$ cat config.mk
export PLATFORM = sky130hd
export DESIGN_NAME = vga_frame_ctrl_flat
export DESIGN_NICKNAME = d
export VERILOG_FILES = /design/src/rtl/vga_frame_ctrl_if.sv /design/src/rtl/vga_frame_ctrl.sv /design/src/flat_wrapper.sv
export SDC_FILE = /design/constraint.sdc
export NUM_CORES = 1
export LEC_CHECK = 0
export BUFFER_PORTS_ARGS = -buffer_cell sky130_fd_sc_hd__buf_4
export CORE_AREA = 5 5 58 60
export CTS_BUF_LIST = sky130_fd_sc_hd__clkbuf_8 sky130_fd_sc_hd__clkbuf_16
export CTS_CLUSTER_DIAMETER = 200
export CTS_CLUSTER_SIZE = 40
export DETAILED_ROUTE_END_ITERATION = 12
export DIE_AREA = 0 0 63 65
export PLACE_DENSITY = 0.79
export SKIP_CTS_REPAIR_TIMING = 1
export SYNTH_ARGS = -nofsm -noshare
export SYNTH_HDL_FRONTEND = slang
export SYNTH_SLANG_ARGS = --single-unit
$ cat constraint.sdc
create_clock -name clk_i -period 2.15 [get_ports clk_i]
set_input_delay 0.3225 -clock clk_i [delete_from_list [all_inputs] [get_ports clk_i]]
set_output_delay 0.3225 -clock clk_i [all_outputs]
set_load 0.02 [all_outputs]
$ cat src/rtl/vga_frame_ctrl_if.sv
// ---------------------------------------------------------------------------
// vga_frame_ctrl_if
// Bundle of the frame controller's sync, enable, source-select and pixel
// signals. Clock and reset stay outside as plain module ports.
//
// Signals:
//   Vsync_i            sync counter vertical signal, high during active rows
//   en_i               video enable request (level)
//   cfg_req_i/sel_i    source-change request and requested source (1=pattern)
//   cfg_ack_o          pulse when the requested source takes effect
//   game_*_video_i     game renderer pixel
//   pat_*_video_i      test pattern pixel
//   *_video_o          pixel toward the porch stage
//   video_on_o         video currently enabled (ON or DRAIN)
//   frame_tick_o       one-cycle pulse per frame boundary
//   frame_cnt_o        wrapping frame boundary count
//
// Modports: master drives the inputs (renderer/test side), slave is the
// controller.
// ---------------------------------------------------------------------------
interface vga_frame_ctrl_if #(
    parameter int VIDEO_WIDTH     = 3,
    parameter int FRAME_CNT_WIDTH = 8
);
    logic                       Vsync_i;
    logic                       en_i;
    logic                       cfg_req_i;
    logic                       cfg_sel_i;
    logic                       cfg_ack_o;
    logic [VIDEO_WIDTH-1:0]     game_red_video_i;
    logic [VIDEO_WIDTH-1:0]     game_grn_video_i;
    logic [VIDEO_WIDTH-1:0]     game_blu_video_i;
    logic [VIDEO_WIDTH-1:0]     pat_red_video_i;
    logic [VIDEO_WIDTH-1:0]     pat_grn_video_i;
    logic [VIDEO_WIDTH-1:0]     pat_blu_video_i;
    logic [VIDEO_WIDTH-1:0]     red_video_o;
    logic [VIDEO_WIDTH-1:0]     grn_video_o;
    logic [VIDEO_WIDTH-1:0]     blu_video_o;
    logic                       video_on_o;
    logic                       frame_tick_o;
    logic [FRAME_CNT_WIDTH-1:0] frame_cnt_o;

    modport master (
        output Vsync_i, en_i, cfg_req_i, cfg_sel_i,
        output game_red_video_i, game_grn_video_i, game_blu_video_i,
        output pat_red_video_i, pat_grn_video_i, pat_blu_video_i,
        input  cfg_ack_o, red_video_o, grn_video_o, blu_video_o,
        input  video_on_o, frame_tick_o, frame_cnt_o
    );

    modport slave (
        input  Vsync_i, en_i, cfg_req_i, cfg_sel_i,
        input  game_red_video_i, game_grn_video_i, game_blu_video_i,
        input  pat_red_video_i, pat_grn_video_i, pat_blu_video_i,
        output cfg_ack_o, red_video_o, grn_video_o, blu_video_o,
        output video_on_o, frame_tick_o, frame_cnt_o
    );
endinterface

$ cat src/rtl/vga_frame_ctrl.sv
// ---------------------------------------------------------------------------
// vga_frame_ctrl
// Frame-level controller ahead of the VGA porch stage. Video enable/disable
// and source changes are applied only at frame boundaries (falling edge of
// Vsync_i, i.e. start of vertical blank). After arming, BLANK_FRAMES
// boundaries are spent blanked so the monitor can lock.
//
// Ports:
//   clk_i    pixel clock
//   rst_n_i  asynchronous active-low reset
//   bus      vga_frame_ctrl_if.slave (sync, enable, config, pixels, status)
//
// State | meaning
// ------+----------------------------------------------------------------
// OFF   | video disabled, output blanked
// ARM   | enable seen, waiting for the next frame boundary
// WARMUP| blanked warm-up frames, r_blank_cnt boundaries remaining
// ON    | video enabled, selected source passed through
// DRAIN | disable requested, current frame finishes then OFF
// ---------------------------------------------------------------------------
module vga_frame_ctrl #(
    parameter int VIDEO_WIDTH     = 3,
    parameter int BLANK_FRAMES    = 2,
    parameter int FRAME_CNT_WIDTH = 8
) (
    input logic             clk_i,
    input logic             rst_n_i,
    vga_frame_ctrl_if.slave bus
);

    localparam int BW = (BLANK_FRAMES < 2) ? 1 : $clog2(BLANK_FRAMES + 1);
    localparam logic [BW-1:0] BLANK_INIT = BW'(BLANK_FRAMES);
    localparam logic [BW-1:0] CNT_ONE    = BW'(1);

    typedef enum logic [2:0] {
        S_OFF    = 3'd0,
        S_ARM    = 3'd1,
        S_WARMUP = 3'd2,
        S_ON     = 3'd3,
        S_DRAIN  = 3'd4
    } state_t;

    state_t                     r_state;
    state_t                     w_state_nxt;
    logic [BW-1:0]              r_blank_cnt;
    logic [BW-1:0]              w_blank_cnt_nxt;

    logic                       r_vs_q;
    logic                       r_req_q;
    logic                       r_pend;
    logic                       r_pend_sel;
    logic                       r_src_q;
    logic                       r_tick;
    logic                       r_ack;
    logic                       r_video_on;
    logic [FRAME_CNT_WIDTH-1:0] r_frame_cnt;
    logic [VIDEO_WIDTH-1:0]     r_red;
    logic [VIDEO_WIDTH-1:0]     r_grn;
    logic [VIDEO_WIDTH-1:0]     r_blu;

    logic                       w_fb;
    logic                       w_req_rise;
    logic                       w_on_nxt;
    logic [VIDEO_WIDTH-1:0]     w_red_sel;
    logic [VIDEO_WIDTH-1:0]     w_grn_sel;
    logic [VIDEO_WIDTH-1:0]     w_blu_sel;

    assign w_fb       = r_vs_q & ~bus.Vsync_i;
    assign w_req_rise = bus.cfg_req_i & ~r_req_q;
    assign w_on_nxt   = (w_state_nxt == S_ON) || (w_state_nxt == S_DRAIN);

    // Pixel mux uses the source in force before this edge; a source switch
    // at a boundary lands in vertical blank anyway.
    assign w_red_sel = r_src_q ? bus.pat_red_video_i : bus.game_red_video_i;
    assign w_grn_sel = r_src_q ? bus.pat_grn_video_i : bus.game_grn_video_i;
    assign w_blu_sel = r_src_q ? bus.pat_blu_video_i : bus.game_blu_video_i;

    // ------------------------------------------------------------------
    // Enable state machine
    // ------------------------------------------------------------------
    always_ff @(posedge clk_i or negedge rst_n_i) begin
        if (!rst_n_i) begin
            r_state     <= S_OFF;
            r_blank_cnt <= '0;
        end else begin
            r_state     <= w_state_nxt;
            r_blank_cnt <= w_blank_cnt_nxt;
        end
    end

    always_comb begin
        w_state_nxt     = r_state;
        w_blank_cnt_nxt = r_blank_cnt;
        case (r_state)
            S_OFF: begin
                if (bus.en_i) begin
                    w_state_nxt = S_ARM;
                end
            end
            S_ARM: begin
                // Enable drop wins over a coincident boundary.
                if (!bus.en_i) begin
                    w_state_nxt = S_OFF;
                end else if (w_fb) begin
                    if (BLANK_FRAMES == 0) begin
                        w_state_nxt = S_ON;
                    end else begin
                        w_state_nxt     = S_WARMUP;
                        w_blank_cnt_nxt = BLANK_INIT;
                    end
                end
            end
            S_WARMUP: begin
                if (!bus.en_i) begin
                    w_state_nxt = S_OFF;
                end else if (w_fb) begin
                    w_blank_cnt_nxt = r_blank_cnt - CNT_ONE;
                    if (r_blank_cnt == CNT_ONE) begin
                        w_state_nxt = S_ON;
                    end
                end
            end
            S_ON: begin
                // A boundary coinciding with the drop is not consumed, so the
                // following frame still completes in DRAIN.
                if (!bus.en_i) begin
                    w_state_nxt = S_DRAIN;
                end
            end
            S_DRAIN: begin
                if (bus.en_i) begin
                    w_state_nxt = S_ON;
                end else if (w_fb) begin
                    w_state_nxt = S_OFF;
                end
            end
            default: begin
                w_state_nxt = S_OFF;
            end
        endcase
    end

    // ------------------------------------------------------------------
    // Sync edge detect, frame tick/counter, gated pixel output
    // ------------------------------------------------------------------
    always_ff @(posedge clk_i or negedge rst_n_i) begin
        if (!rst_n_i) begin
            r_vs_q      <= 1'b0;
            r_tick      <= 1'b0;
            r_frame_cnt <= '0;
            r_video_on  <= 1'b0;
            r_red       <= '0;
            r_grn       <= '0;
            r_blu       <= '0;
        end else begin
            r_vs_q     <= bus.Vsync_i;
            r_tick     <= w_fb;
            r_video_on <= w_on_nxt;
            if (w_fb) begin
                r_frame_cnt <= r_frame_cnt + 1'b1;
            end
            if (w_on_nxt) begin
                r_red <= w_red_sel;
                r_grn <= w_grn_sel;
                r_blu <= w_blu_sel;
            end else begin
                r_red <= '0;
                r_grn <= '0;
                r_blu <= '0;
            end
        end
    end

    // ------------------------------------------------------------------
    // Source-change handshake
    // ------------------------------------------------------------------
    always_ff @(posedge clk_i or negedge rst_n_i) begin
        if (!rst_n_i) begin
            r_req_q    <= 1'b0;
            r_pend     <= 1'b0;
            r_pend_sel <= 1'b0;
            r_src_q    <= 1'b0;
            r_ack      <= 1'b0;
        end else begin
            r_req_q <= bus.cfg_req_i;
            r_ack   <= w_fb & r_pend;
            // Only a request already pending before this edge is applied,
            // so one captured on a boundary edge waits a full frame.
            if (w_fb && r_pend) begin
                r_src_q <= r_pend_sel;
                r_pend  <= 1'b0;
            end else if (w_req_rise && !r_pend) begin
                r_pend     <= 1'b1;
                r_pend_sel <= bus.cfg_sel_i;
            end
        end
    end

    assign bus.red_video_o  = r_red;
    assign bus.grn_video_o  = r_grn;
    assign bus.blu_video_o  = r_blu;
    assign bus.video_on_o   = r_video_on;
    assign bus.frame_tick_o = r_tick;
    assign bus.frame_cnt_o  = r_frame_cnt;
    assign bus.cfg_ack_o    = r_ack;

endmodule

$ cat src/flat_wrapper.sv
// flat-port wrapper written by rule: the top's interface ports become plain ports
module vga_frame_ctrl_flat 
#(
    parameter int VIDEO_WIDTH     = 3,
    parameter int BLANK_FRAMES    = 2,
    parameter int FRAME_CNT_WIDTH = 8
)
  (clk_i, rst_n_i, bus_Vsync_i, bus_en_i, bus_cfg_req_i, bus_cfg_sel_i, bus_game_red_video_i, bus_game_grn_video_i, bus_game_blu_video_i, bus_pat_red_video_i, bus_pat_grn_video_i, bus_pat_blu_video_i, bus_cfg_ack_o, bus_red_video_o, bus_grn_video_o, bus_blu_video_o, bus_video_on_o, bus_frame_tick_o, bus_frame_cnt_o);
  vga_frame_ctrl_if #(.VIDEO_WIDTH(VIDEO_WIDTH), .FRAME_CNT_WIDTH(FRAME_CNT_WIDTH)) bus_i ();
  input logic clk_i;
  input logic rst_n_i;
  input wire logic [$bits(bus_i.Vsync_i)-1:0] bus_Vsync_i;
  input wire logic [$bits(bus_i.en_i)-1:0] bus_en_i;
  input wire logic [$bits(bus_i.cfg_req_i)-1:0] bus_cfg_req_i;
  input wire logic [$bits(bus_i.cfg_sel_i)-1:0] bus_cfg_sel_i;
  input wire logic [$bits(bus_i.game_red_video_i)-1:0] bus_game_red_video_i;
  input wire logic [$bits(bus_i.game_grn_video_i)-1:0] bus_game_grn_video_i;
  input wire logic [$bits(bus_i.game_blu_video_i)-1:0] bus_game_blu_video_i;
  input wire logic [$bits(bus_i.pat_red_video_i)-1:0] bus_pat_red_video_i;
  input wire logic [$bits(bus_i.pat_grn_video_i)-1:0] bus_pat_grn_video_i;
  input wire logic [$bits(bus_i.pat_blu_video_i)-1:0] bus_pat_blu_video_i;
  output wire logic [$bits(bus_i.cfg_ack_o)-1:0] bus_cfg_ack_o;
  output wire logic [$bits(bus_i.red_video_o)-1:0] bus_red_video_o;
  output wire logic [$bits(bus_i.grn_video_o)-1:0] bus_grn_video_o;
  output wire logic [$bits(bus_i.blu_video_o)-1:0] bus_blu_video_o;
  output wire logic [$bits(bus_i.video_on_o)-1:0] bus_video_on_o;
  output wire logic [$bits(bus_i.frame_tick_o)-1:0] bus_frame_tick_o;
  output wire logic [$bits(bus_i.frame_cnt_o)-1:0] bus_frame_cnt_o;
  assign bus_i.Vsync_i = bus_Vsync_i;
  assign bus_i.en_i = bus_en_i;
  assign bus_i.cfg_req_i = bus_cfg_req_i;
  assign bus_i.cfg_sel_i = bus_cfg_sel_i;
  assign bus_i.game_red_video_i = bus_game_red_video_i;
  assign bus_i.game_grn_video_i = bus_game_grn_video_i;
  assign bus_i.game_blu_video_i = bus_game_blu_video_i;
  assign bus_i.pat_red_video_i = bus_pat_red_video_i;
  assign bus_i.pat_grn_video_i = bus_pat_grn_video_i;
  assign bus_i.pat_blu_video_i = bus_pat_blu_video_i;
  assign bus_cfg_ack_o = bus_i.cfg_ack_o;
  assign bus_red_video_o = bus_i.red_video_o;
  assign bus_grn_video_o = bus_i.grn_video_o;
  assign bus_blu_video_o = bus_i.blu_video_o;
  assign bus_video_on_o = bus_i.video_on_o;
  assign bus_frame_tick_o = bus_i.frame_tick_o;
  assign bus_frame_cnt_o = bus_i.frame_cnt_o;
  vga_frame_ctrl #(.VIDEO_WIDTH(VIDEO_WIDTH), .BLANK_FRAMES(BLANK_FRAMES), .FRAME_CNT_WIDTH(FRAME_CNT_WIDTH)) u_core (.clk_i(clk_i), .rst_n_i(rst_n_i), .bus(bus_i));
endmodule
==> metrics.md <==
| Metric | Value |
|---|---|
| Initial antenna violation count | `0` |
| Share of layout cells above drive strength 1 | `36.4%` |
| Port Buf Inserts | `43` |
| Worst Setup Path Type | `register to register` |
| Yosys reg bits | `30` |
| Cells after DPL | `180` |
| Bufs and invs on worst path | `0` |
| RSZ-0062 raised after global routing | `false` |
| FP Rows | `20` |
| Reg2Reg Setup Slack | `460 ps` |
| Count of pins over their slew limit | `0` |
| Largest cells by area after synthesis | `dfrtp_1, mux2i_1, nor3_1` |
| Pwr Total | `1.70 mW` |
| GRT Resource Usage Total | `14.8%` |
| Hold Fails Final Rpt | `0` |
| Final min period | `1690 ps` |
| Worst setup path start | `u_core.r_state[0]` |
| Synth cell count leaders | `dfrtp_1, nor3_1, mux2i_1` |
| RR Endpoint | `u_core.bus.grn_video_o[0]` |
| Worst path top cell family by delay | `simple AND/OR/NAND/NOR gates` |
| Final Skew | `0.978 ps` |
| Iteration-0 DRC Markers | `36` |
| Maximum fanout along the worst path | `9` |
| RD Place Congestion | `0.755` |
| Slew headroom | `66.9%` |
| I/O pin cnt | `44` |
| TritonCTS Buffers | `5` |
| Power Density | `977 nW/um^2` |
| CTS max path bufs | `2` |
| Routed Antenna Nets | `0` |
| Syn_nets | `133` |
| Global-route wire length before repair | `4.61 mm` |
| Area of the mapped netlist | `1300 sq um` |
| Routed wire length per instance | `14.3 um` |
| Reg-to-Reg Start | `u_core.r_state[0]` |
| Die width | `63 um` |
| Initial Utilization | `45.3%` |
| # DRC | `0` |
| Nets | `181` |
| Core Box Area | `2880 sq um` |
| Overflow after GRT | `0` |
| CTS H-Tree Depth | `2` |
| Die area | `4100 sq um` |
| Crit path cell chain | `or3b_4 -> o31ai_4 -> nor2_2 -> nor3_1` |
| Largest net degree at the start of global routing | `31` |
| Total Wirelength | `2.67 mm` |
| Finish-stage setup viols | `0` |
| Number of global-route vias before repair | `1017` |
| Synthesized instance count | `107` |
| Setup TNS | `0 ps` |
| Max Cap Violations | `0` |
| CP max stage delay | `470 ps` |
| Via count | `968` |
| Clk sinks | `30` |
| Final clock period utilization by the worst path | `78.4%` |
| WP depth | `4` |
| Outcome | `complete, no violations` |
| Leak Pwr | `0.878 nW` |
| Multi-input gate area | `513 sq um` |
| Worst Setup EP | `u_core.bus.grn_video_o[0]` |
| WP data arrival | `1870 ps` |
| DR vias/cell | `5.18` |
| Drt pass-1 iters | `4` |
| Reg clk slew, reported paths | `60 ps` |
| Fmax | `593 MHz` |
| VDD IR-drop max | `0.642 mV` |
| Worst EP required | `2340 ps` |
| Die H | `65 um` |
| Setup crit end kind | `register` |
| Yosys cell types | `32` |
| CP Launch Type | `register` |
| R2R depth | `4` |
| Number of synthesized flops with an enable pin | `0` |
| Root buf cell | `clkbuf_8` |
| Register area share after synthesis | `57.6%` |
| Area growth from synthesis to layout | `33.5%` |
| Worst-Margin Slew | `493 ps` |
| TritonCTS clock tree | `built` |
| # diodes | `0` |
| Post-synth top area share | `57.6%` |
| FF+latch area | `751 sq um` |
| Warnings from Yosys | `0` |
| Clk_lat worst skew | `270 ps` |
| Async SR Flop Fraction | `100%` |
| Slowest CP cell | `dfrtp_1` |
| Detailed placement HPWL | `2.07 mm` |
| # fillers | `240` |
| Hold Crit Class | `primary input to register` |
| Final Non-Filler Cells | `187` |
| Count leader, synth | `dfrtp_1` |
| Avg Inst Size Synth | `12.2 sq um` |
| Cell taking the most area after synthesis | `dfrtp_1` |
| Synth Flop Type | `dfrtp_1` |
## placed cells by master (no fill, tap or decap), types with 2 or more instances in the layout
cell,Yosys,routed
nand2_1,8,8
buf_4,0,43
ha_1,2,2
nand2b_1,2,2
clkbuf_8,0,6
mux2i_1,9,9
mux2_2,2,2
xnor2_1,6,6
a21o_1,2,2
nor2_1,3,3
nand4bb_1,2,2
nand3_1,3,3
and3_1,2,2
dfrtp_1,30,30
inv_1,4,4
a21oi_1,3,3
nor3_1,12,12
## cells by family after synthesis
group                    count (synthesis)  synth area share [%]
XOR/XNOR                                 7                  4.71
flip-flops                              30                  57.6
AO/OA/AOI/OAI                           10                  6.15
AND/OR/NAND/NOR                         39                  18.0
adder cells (fa/ha/maj)                  2                  1.92
buffers and inverters                    8                  2.98
multiplexers                            11                  8.65
## metal layers
layer | GRT usage (%) | part of all wire [%] | vias to the layer above
met2 | 22.2 | 44 | 49
met3 | 9.01 | 12 | 6
met1 | 16.9 | 41 | 446
li1 | - | - | 467
met4 | 6.37 | 2.1 | 0
met5 | 0 | 0 | -
## metrics by stage
stage	setup WS, ps	hold WS, ps	util (%)	instance area (sq um)
after global placement	463	260	57.2	1650
after detailed placement	388	270	57.2	1650
after floorplan	616	26.9	-	1300
after global routing	347	151	60.4	1740
final	465	163	60.4	1740
after CTS	470	-28.0	60.1	1730
## worst min-delay path by stage
stage / from / end / cells after the start
floorplan: rst_n_i / u_core.bus.blu_video_o[0] / 0
global placement: rst_n_i / u_core.r_blank_cnt[0] / 1
detailed placement: rst_n_i / u_core.r_vs_q / 1
CTS: rst_n_i / u_core.bus.frame_cnt_o[0] / 1
global route: bus_cfg_req_i / u_core.r_req_q / 1
finish: bus_cfg_req_i / u_core.r_req_q / 1
## flip-flops by register name, summed over array words and instances, names as in the netlist
signal / flops
u_core.r_pend_sel: 1
u_core.r_src_q: 1
u_core.r_req_q: 1
u_core.bus.video_on_o: 1
u_core.bus.red_video_o: 3
u_core.bus.blu_video_o: 3
u_core.bus.grn_video_o: 3
u_core.r_pend: 1
u_core.r_blank_cnt: 2
u_core.r_vs_q: 1
u_core.bus.frame_tick_o: 1
u_core.bus.cfg_ack_o: 1
u_core.r_state: 3
u_core.bus.frame_cnt_o: 8
## worst reg2reg max path, cell delays in order, from the launching register on
cell	delay, ps
dfrtp_1	470
or3b_4	450
o31ai_4	320
nor2_2	160
nor3_1	200
## power breakdown
part / leakage, nW / switching [mW] / internal [mW]
logic: 0.445 / 0.226 / 0.247
registers: 0.390 / 0.138 / 0.662
clock network: 0.0431 / 0.180 / 0.246
## final cells by class
type	count	share of cell area [%]
flip-flops and latches	30	43.2
well taps	33	2.37
clock buffers	6	4.75
inverters	5	1.08
multi-input cells	69	29.5
repair buffers	44	19.1
(Power assumes the default switching activity.)
